File: src/rtl/debounce_multi.sv
// debounce_multi: N_CH independent pushbutton debouncers sharing one sample-tick prescaler.
// Each channel: optional inversion, 2-flop synchroniser, per-tick stable counter,
// debounced level with one-cycle rise/fall pulses.
// Optional auto-repeat is compiled in when macro DEBOUNCE_MULTI_REPEAT_EN is defined;
// otherwise o_repeat is tied to 0 and REPEAT_DELAY/REPEAT_PERIOD have no effect.
module debounce_multi #(
    parameter int N_CH          = 4,
    parameter int TICK_DIV      = 10,
    parameter int STABLE_TICKS  = 3,
    parameter int ACTIVE_LOW    = 0,
    parameter int REPEAT_DELAY  = 50,
    parameter int REPEAT_PERIOD = 10
) (
    input  logic            i_clk,
    input  logic            i_rst,
    input  logic [N_CH-1:0] i_pb,
    output logic [N_CH-1:0] o_level,
    output logic [N_CH-1:0] o_rise,
    output logic [N_CH-1:0] o_fall,
    output logic [N_CH-1:0] o_repeat,
    output logic            o_tick
);

    localparam int PW = (TICK_DIV > 1) ? $clog2(TICK_DIV) : 1;
    localparam int SW = (STABLE_TICKS > 1) ? $clog2(STABLE_TICKS) : 1;
    localparam logic [PW-1:0] PMAX = PW'(TICK_DIV - 1);
    localparam logic [SW-1:0] SMAX = SW'(STABLE_TICKS - 1);

    logic [N_CH-1:0] pb_in;
    logic [N_CH-1:0] sync1;
    logic [N_CH-1:0] sync2;
    logic [PW-1:0]   div_cnt;
    logic [PW-1:0]   div_nxt;
    logic [SW-1:0]   stab_cnt [N_CH];
    logic [N_CH-1:0] flip;

    // Polarity normalisation happens ahead of the first synchroniser flop.
    assign pb_in = (ACTIVE_LOW != 0) ? ~i_pb : i_pb;

    // Two-flop synchroniser, runs every clock regardless of the tick.
    always_ff @(posedge i_clk or posedge i_rst) begin
        if (i_rst) begin
            sync1 <= '0;
            sync2 <= '0;
        end else begin
            sync1 <= pb_in;
            sync2 <= sync1;
        end
    end

    // Next prescaler value: wraps to 0 after TICK_DIV-1.
    always_comb begin
        div_nxt = (div_cnt == PMAX) ? '0 : div_cnt + PW'(1);
    end

    // Prescaler and tick strobe; o_tick is high while div_cnt sits at TICK_DIV-1.
    always_ff @(posedge i_clk or posedge i_rst) begin
        if (i_rst) begin
            div_cnt <= '0;
            o_tick  <= 1'b0;
        end else begin
            div_cnt <= div_nxt;
            o_tick  <= (div_nxt == PMAX);
        end
    end

    // A channel flips on the tick where its differing run reaches STABLE_TICKS.
    always_comb begin
        flip = '0;
        for (int i = 0; i < N_CH; i++) begin
            flip[i] = o_tick && (sync2[i] != o_level[i]) && (stab_cnt[i] == SMAX);
        end
    end

    // Stable counters, debounced level and edge pulses.
    always_ff @(posedge i_clk or posedge i_rst) begin
        if (i_rst) begin
            o_level <= '0;
            o_rise  <= '0;
            o_fall  <= '0;
            for (int i = 0; i < N_CH; i++) begin
                stab_cnt[i] <= '0;
            end
        end else begin
            o_rise <= '0;
            o_fall <= '0;
            if (o_tick) begin
                for (int i = 0; i < N_CH; i++) begin
                    if (flip[i]) begin
                        o_level[i]  <= ~o_level[i];
                        o_rise[i]   <= ~o_level[i];
                        o_fall[i]   <= o_level[i];
                        stab_cnt[i] <= '0;
                    end else if (sync2[i] != o_level[i]) begin
                        stab_cnt[i] <= stab_cnt[i] + SW'(1);
                    end else begin
                        stab_cnt[i] <= '0;
                    end
                end
            end
        end
    end

`ifdef DEBOUNCE_MULTI_REPEAT_EN
    localparam int RMAX = (REPEAT_DELAY > REPEAT_PERIOD) ? REPEAT_DELAY : REPEAT_PERIOD;
    localparam int RW   = $clog2(RMAX + 1);
    localparam logic [RW-1:0] RDLY = RW'(REPEAT_DELAY);
    localparam logic [RW-1:0] RPER = RW'(REPEAT_PERIOD);

    logic [RW-1:0]   rep_cnt [N_CH];
    logic [N_CH-1:0] rep_phase;   // 0: waiting out the initial delay, 1: periodic

    // Auto-repeat: pulse with the rise, after REPEAT_DELAY ticks, then every REPEAT_PERIOD ticks.
    always_ff @(posedge i_clk or posedge i_rst) begin
        if (i_rst) begin
            o_repeat  <= '0;
            rep_phase <= '0;
            for (int i = 0; i < N_CH; i++) begin
                rep_cnt[i] <= '0;
            end
        end else begin
            o_repeat <= '0;
            for (int i = 0; i < N_CH; i++) begin
                if (flip[i] && !o_level[i]) begin
                    o_repeat[i]  <= 1'b1;
                    rep_cnt[i]   <= '0;
                    rep_phase[i] <= 1'b0;
                end else if (!o_level[i] || flip[i]) begin
                    // Released (or releasing this tick): stop and re-arm the delay.
                    rep_cnt[i]   <= '0;
                    rep_phase[i] <= 1'b0;
                end else if (o_tick) begin
                    if ((rep_cnt[i] + RW'(1)) == (rep_phase[i] ? RPER : RDLY)) begin
                        o_repeat[i]  <= 1'b1;
                        rep_cnt[i]   <= '0;
                        rep_phase[i] <= 1'b1;
                    end else begin
                        rep_cnt[i] <= rep_cnt[i] + RW'(1);
                    end
                end
            end
        end
    end
`else
    assign o_repeat = '0;
`endif

endmodule

File: config.mk
export PLATFORM = sky130hd
export DESIGN_NAME = debounce_multi
export DESIGN_NICKNAME = d
export VERILOG_FILES = /design/src/rtl/debounce_multi.sv
export SDC_FILE = /design/constraint.sdc
export NUM_CORES = 1
export LEC_CHECK = 0
export CAP_MARGIN = 20
export CORE_MARGIN = 1
export CORE_UTILIZATION = 54
export CTS_CLUSTER_DIAMETER = 80
export DETAILED_ROUTE_END_ITERATION = 10
export GPL_TIMING_DRIVEN = 0
export PLACE_DENSITY = 0.92
export SLEW_MARGIN = 10
export SYNTH_ARGS = -nofsm -noshare
export SYNTH_HDL_FRONTEND = slang
export SYNTH_SLANG_ARGS = --single-unit
File: constraint.sdc
create_clock -name i_clk -period 3.42 [get_ports i_clk]
set_input_delay 0.684 -clock i_clk [delete_from_list [all_inputs] [get_ports i_clk]]
set_output_delay 0.684 -clock i_clk [all_outputs]
set_load 0.005 [all_outputs]
### Word level (Yosys, flattened, before mapping)

Cells that the tools add are included.

* flip-flop bits (word level): 33
* latch bits: 0
* bits in writable memories: 0
* memory bits (read-only): 0
* input port bits: 6
* memories: 0

* add/subtract/negate cells: 5
* $mul: 0
* divide/modulo/power cells: 0
* order comparisons: 0
* equality and inequality tests: 10
* shift-type cells: 0
* multiplexer cells: 19
* bitwise gates (word level): 4
* reductions and logical operators: 12

Operators with widths (number)
* $mux 2: 8
* $mux 4: 3
* $add 2x1->2 const B: 4
* $eq 2x2->1 const B: 4
* $eq 4x4->1 const B: 2
* $logic_and 1x1->1: 8
* $mux 1: 8
* $reduce_and 2->1: 4
* $add 4x1->4 const B: 1
* $ne 1x1->1: 4
* $not 1->1: 4

### Logic depth before layout (Yosys ltp)

Gate-level depths: netlist (run 1).

* depth in word-level cells: 5
* mapped depth: 5
* gate-level depth less buffers: 5

### Worst setup path after synthesis (run 1)

OpenSTA, ideal clock, no wires.

* kind: flip-flop to flip-flop
* start: register stab_cnt[4] (netlist name)
* end: register o_level[1]
* setup time: 125 ps
* arrival time: 966 ps
* setup slack: 2328 ps
* stages on the path, launching flop included: 5
* path buffers: 0
* clock period less this slack: 1092 ps
* cell sequence: dfrtp_1 -> inv_1 -> ha_1 -> nand2_1 -> mux2_4

* word-level cells in the longest chain between the ends: 3

RTL lines
* start: declaration: line 34 `logic [SW-1:0] stab_cnt [N_CH];`
* start signal: indexed assignment: line 95 `stab_cnt[i] <= stab_cnt[i] + SW'(1);`
* $eq 2x2->1: line 71 `flip[i] = o_tick && (sync2[i] != o_level[i]) && (stab_cnt[i] == SMAX);`
* $logic_and 1x1->1: line 71
* $reduce_and 2->1 (no source line)
* end signal: indexed assignment: line 90 `o_level[i] <= ~o_level[i];`
* end: declaration: line 17 `output logic [N_CH-1:0] o_level,`

Every way passes these cells.
A chain may end at the register's enable or synchronous reset.

### Worst setup path after layout (run 1)

* start: register o_level[0]
* end: output port o_level[0]

No word-level cell between the ends.

==> results.cfg, run 1 <==
[outcome]
outcome = completed

[cells_and_area]
nets = 140
instances_no_fill = 158
final_cell_area_um2 = 1620
syn_to_final_growth_pct = 23.6
final_layout_size_suffix_gt1_share_pct = 14.6
finish.utilization_pct = 71.9
diodes = 0
fill_cells = 182

[synth]
avgSynthCellArea_um2 = 13.0
yosys.area_share.simple_pct = 13.0
synth-compound-area-share_pct = 3.53
synth_top_family_by_area = simple AND/OR/NAND/NOR gates
synth_seq_cells = 33
yosys.area_share.adder_pct = 3.82
syn_inst = 101
synth_area_um2 = 1310
yosysSeqAreaShare_pct = 63.0
ys_types = 19
yosysWarnings = 0
muxShareOfSynthArea_pct = 7.06
synth_xor_area_share_pct = 3.34

[critical_path]
crit_path_cell_trace = clkdlybuf4s50_1
cp_num_buf_inv = 1
crit_path_end_kind = primary output
arrival_ns = 1.29
reg2reg_depth = 4
path_delay_family = buffers and inverters
criticalPathCategory = reg2out
critical_path_depth = 1
worstSetupStartpointType = flop
cp.required_ns = 2.74
slowest_delay_ns = 0.53
worstPathMaxFanout = 5
cp_slowest_cell = clkdlybuf4s50_1

[clocking]
clkTransAtPathRegs_ns = 0.09
post_cts_resized = 0
clock_path_buffers = 2
holdBufCountCts = 0
cts.sinks = 33
cts_setup_buffers = 0
clk_latency_ns = 0.33
root_buffer = clkbuf_4
htreeDepth = 2
numCtsBuffers = 5
cts_tree = yes

[worst_hold_path]
hold_path.class = reg2reg
holdPathStages = 0

[power]
power_uw = 725
p_per_area_nw_per_um2 = 447
p_leak_nw = 0.760
ir_drop_mv = 0.326

[place]
post_dp_cell_area_um2 = 1570
dp_cells = 151
place_hpwl_um = 1510
place_congestion = 0.714
numPortBuffers = 18
place_ws_ns = 1.81

[routing]
vias = 798
dr.pass1.iters = 4
wl_per_cell_um = 13.0
drtIter0Drc = 2
ant_nets = 0
drcViolationCount = 0
drt-total-wl_um = 2060
vias_per_cell = 5.05

[timing]
finalHoldViolations = 0
timing.final.crit_share_pct = 57.8
hold_slack_ns = 0.355
fmax_mhz = 506
worst_slack_ns = 1.44
rsz0062_at_grt = false
finalMaxSlewViolations = 0
setup-violations-final = 0
min_period_ns = 1.98
finalClockSkew_ns = 0.00646
tns_ns = 0

[global_route]
grt_overflow = 0
grt_max_degree = 24
grt_usage_pct = 20.1
grt_pass1_vias = 863
antenna_found_initial = 0
grt_first_pass_wirelength_um = 3550

[floorplan]
io_pins = 23
start_util_pct = 58.2
core_um2 = 2250
row_count = 17
die_width_um = 51.3
fp.dieH_um = 51.3
die_area_um2 = 2630

[job]
drv_cap = 0
flip-flops by register name, indices dropped and copies added (netlist names):
register and cells:
o_level 4, o_fall 4, o_rise 4, div_cnt 4, o_tick 1, sync1 4
stab_cnt 8, sync2 4
Yosys cell counts:
cell type | instances | share of area, %
nand2b_1 | 1 | 0.48
conb_1 | 1 | 0.29
mux2_4 | 4 | 4.6
inv_1 | 9 | 2.6
nand2_1 | 9 | 2.6
xnor2_1 | 3 | 2.0
buf_4 | 6 | 3.4
o22ai_1 | 2 | 0.95
nor3_1 | 3 | 1.1
nand3b_1 | 3 | 1.7
ha_1 | 4 | 3.8
dfrtp_1 | 33 | 63
nor3b_1 | 10 | 5.7
a22o_1 | 1 | 0.67
xor2_1 | 2 | 1.3
mux2i_1 | 1 | 0.76
nand4b_1 | 2 | 1.3
mux2_2 | 2 | 1.7
o21ai_0 | 5 | 1.9
layout make-up:
class | count | area, um2 | share of cell area (%)
Clock buffer | 7 | 55.1 | 3.40
Sequential cell | 33 | 826 | 51.0
Multi-Input combinational cell | 56 | 418 | 25.8
Buffer | 6 | 45.0 | 2.78
Inverter | 9 | 33.8 | 2.08
Tap cell | 28 | 35.0 | 2.16
Timing Repair Buffer | 19 | 208 | 12.8
logic make-up after synthesis:
group | count (synthesis)
flops | 33
simple gates | 28
buf+inv | 15
compound gates | 8
mux | 7
xor+xnor | 5
fa+ha+maj | 4
other cells | 1
power by group:
| part | switching, mW | internal, mW | total, mW |
|---|---|---|---|
| Clock | 0.119 | 0.0969 | 0.216 |
| Combinational | 0.0401 | 0.0482 | 0.0882 |
| Sequential | 0.0118 | 0.408 | 0.420 |
| Total | 0.171 | 0.553 | 0.725 |
final timing paths:
path                              from          to  slack (ns)
setup / recovery            o_level[0]  o_level[0]        1.44
hold / removal                sync1[0]    sync2[0]        0.35
setup reg to reg           stab_cnt[4]  o_level[1]        2.21
hold reg to reg               sync1[0]    sync2[0]        0.35
max in group asynchronous        i_rst  o_level[2]        2.28
min in group asynchronous        i_rst  o_level[3]        0.67
cells in the final DEF (no fill, tap or decap), types with 2 or more instances in the layout:
master           netlist  routed
xnor2_1                3       3
nor3_1                 3       3
o21ai_0                5       5
nand2_1                9       9
o22ai_1                2       2
dfrtp_1               33      33
nand3b_1               3       3
xor2_1                 2       2
mux2_4                 4       4
clkbuf_4               0       5
nor3b_1               10      10
conb_1                 1       4
nand4b_1               2       2
inv_1                  9       9
clkdlybuf4s50_1        0      18
buf_4                  6       6
mux2_2                 2       2
ha_1                   4       4
metal layers:
metal	wire, um	GRT usage (%)	up-vias	share of wire [%]
met5	0	0	-	0
met4	13	8.11	0	0.63
met3	102	10.7	2	5.0
met2	1140	34.9	19	56
met1	798	20.0	392	39
li1	-	-	385	-
Power figures use the tool's default switching activity.
==> run 2, diff against run 1 <==
--- a/config.mk
+++ b/config.mk
@@ -7,11 +7,11 @@
 export LEC_CHECK = 0
 export CAP_MARGIN = 20
 export CORE_MARGIN = 1
-export CORE_UTILIZATION = 54
+export CORE_UTILIZATION = 50
 export CTS_CLUSTER_DIAMETER = 80
 export DETAILED_ROUTE_END_ITERATION = 10
 export GPL_TIMING_DRIVEN = 0
-export PLACE_DENSITY = 0.92
+export PLACE_DENSITY = 0.87
 export SLEW_MARGIN = 10
 export SYNTH_ARGS = -nofsm -noshare
 export SYNTH_HDL_FRONTEND = slang
==> constraint.sdc (replaced) <==
create_clock -name i_clk -period 1.9 [get_ports i_clk]
set_input_delay 0.38 -clock i_clk [delete_from_list [all_inputs] [get_ports i_clk]]
set_output_delay 0.38 -clock i_clk [all_outputs]
set_load 0.005 [all_outputs]
==> results.cfg, run 2 (synthesis gave the netlist of run 1 again) <==
[routing]
drtIter0Drc = 8
dr.pass1.iters = 4
vias = 789
drt-total-wl_um = 1930
vias_per_cell = 4.90
ant_nets = 0
drcViolationCount = 0
wl_per_cell_um = 12.0

[timing]
min_period_ns = 1.68
tns_ns = 0
fmax_mhz = 595
worst_slack_ns = 0.219
rsz0062_at_grt = false
setup-violations-final = 0
finalClockSkew_ns = 0.00672
finalMaxSlewViolations = 0
timing.final.crit_share_pct = 88.5
finalHoldViolations = 0

[critical_path]
criticalPathCategory = reg2out
worstPathMaxFanout = 5
arrival_ns = 1.30
path_delay_family = buffers and inverters
worstSetupStartpointType = flop
slowest_delay_ns = 0.53
crit_path_end_kind = primary output
cp.required_ns = 1.52
cp_slowest_cell = clkdlybuf4s50_1
crit_path_cell_trace = clkdlybuf4s50_1
cp_num_buf_inv = 1

[cells_and_area]
fill_cells = 193
final_layout_size_suffix_gt1_share_pct = 16.0
top_register = stab_cnt
ff_latch_area_um2 = 826
multi_input_area_um2 = 418
final_common_cell = dfrtp_1
syn_to_final_growth_pct = 24.9
nets = 140
diodes = 0
largest_reg_flops = 8
mostFrequentLayoutCells = dfrtp_1, clkdlybuf4s50_1, nor3b_1, inv_1, nand2_1

[clocking]
post_cts_resized = 0
htreeDepth = 2
clkTransAtPathRegs_ns = 0.10
clock_path_buffers = 2
numCtsBuffers = 5
clk_latency_ns = 0.33
holdBufCountCts = 0
cts.sinks = 33
cts_setup_buffers = 0
root_buffer = clkbuf_4
cts_tree = yes

[job]
drv_cap = 0

[floorplan]
die_width_um = 53.2
io_pins = 23
row_count = 18
core_um2 = 2480
fp.dieH_um = 53.2
die_area_um2 = 2830
start_util_pct = 52.9

[outcome]
outcome = completed

[global_route]
grt_max_degree = 24
antenna_found_initial = 0
grt_pass1_vias = 726
met2_usage_pct = 25.0
grt_overflow = 0
grt_usage_pct = 16.6
globalRouteMet1Util_pct = 19.2
grt_use_met3_pct = 8.62
top_usage_layer = met2
grt_first_pass_wirelength_um = 3130

[power]
ir_drop_mv = 0.590
p_per_area_nw_per_um2 = 828
p_leak_nw = 0.770

[place]
place_hpwl_um = 1370
numPortBuffers = 18
place_ws_ns = 0.576
place_congestion = 0.663

[worst_hold_path]
hold_path.class = in2async
[run 2: cell count changes in the layout (fill, tap and decap cells not counted), sizes merged]
| cell | before | now |
|---|---|---|
| clkinv | 0 | 1 |
[run 2: final timing paths]
check | from | slack, ns | end | cells past startpoint
setup reg to reg | stab_cnt[6] | 0.71 | o_level[0] | 4
hold reg to reg | sync1[2] | 0.36 | sync2[2] | 0
hold / removal | i_rst | 0.35 | sync2[1] | 2
setup / recovery | o_level[3] | 0.22 | o_level[3] | 1
max in group asynchronous | i_rst | 1.06 | o_level[0] | 3
min in group i_clk | sync1[2] | 0.36 | sync2[2] | 0
[run 2: layout make-up]
| cell class | instances | share of cell area [%] |
|---|---|---|
| clock inverter | 1 | 0.306 |
| sequential | 33 | 50.4 |
| timing repair buffer | 19 | 12.7 |
| multi-input combinational | 56 | 25.5 |
| inverter | 9 | 2.06 |
| buffer | 6 | 2.75 |
| tap | 30 | 2.29 |
| clock buffer | 7 | 3.97 |
[run 2: through the flow]
| stage | power [mW] | instance area, um2 | cells | hold slack, ns | util [%] |
|---|---|---|---|---|---|
| floorplan | 0.873 | 1320 | 104 | 0.331 | - |
| global placement | 0.906 | 1540 | 152 | 0.334 | 62.2 |
| detailed placement | 0.926 | 1570 | 153 | 0.335 | 63.3 |
| CTS | 1.37 | 1640 | 161 | 0.352 | 66.1 |
| global route | 1.42 | 1640 | 161 | 0.365 | 66.1 |
| finish | 1.36 | 1640 | 161 | 0.353 | 66.1 |
[run 2: metal layers]
metal | share of wire, % | routed length, um
met1 | 45 | 873
met2 | 47 | 914
met3 | 4.9 | 94
met4 | 2.2 | 42
met5 | 0 | 0
[run 2: report_power, final]
| group | leakage [nW] | internal, mW | switching [mW] |
|---|---|---|---|
| sequential | 0.418 | 0.735 | 0.0209 |
| combinational | 0.310 | 0.0858 | 0.0682 |
| clock | 0.0413 | 0.214 | 0.233 |
| total | 0.770 | 1.04 | 0.322 |
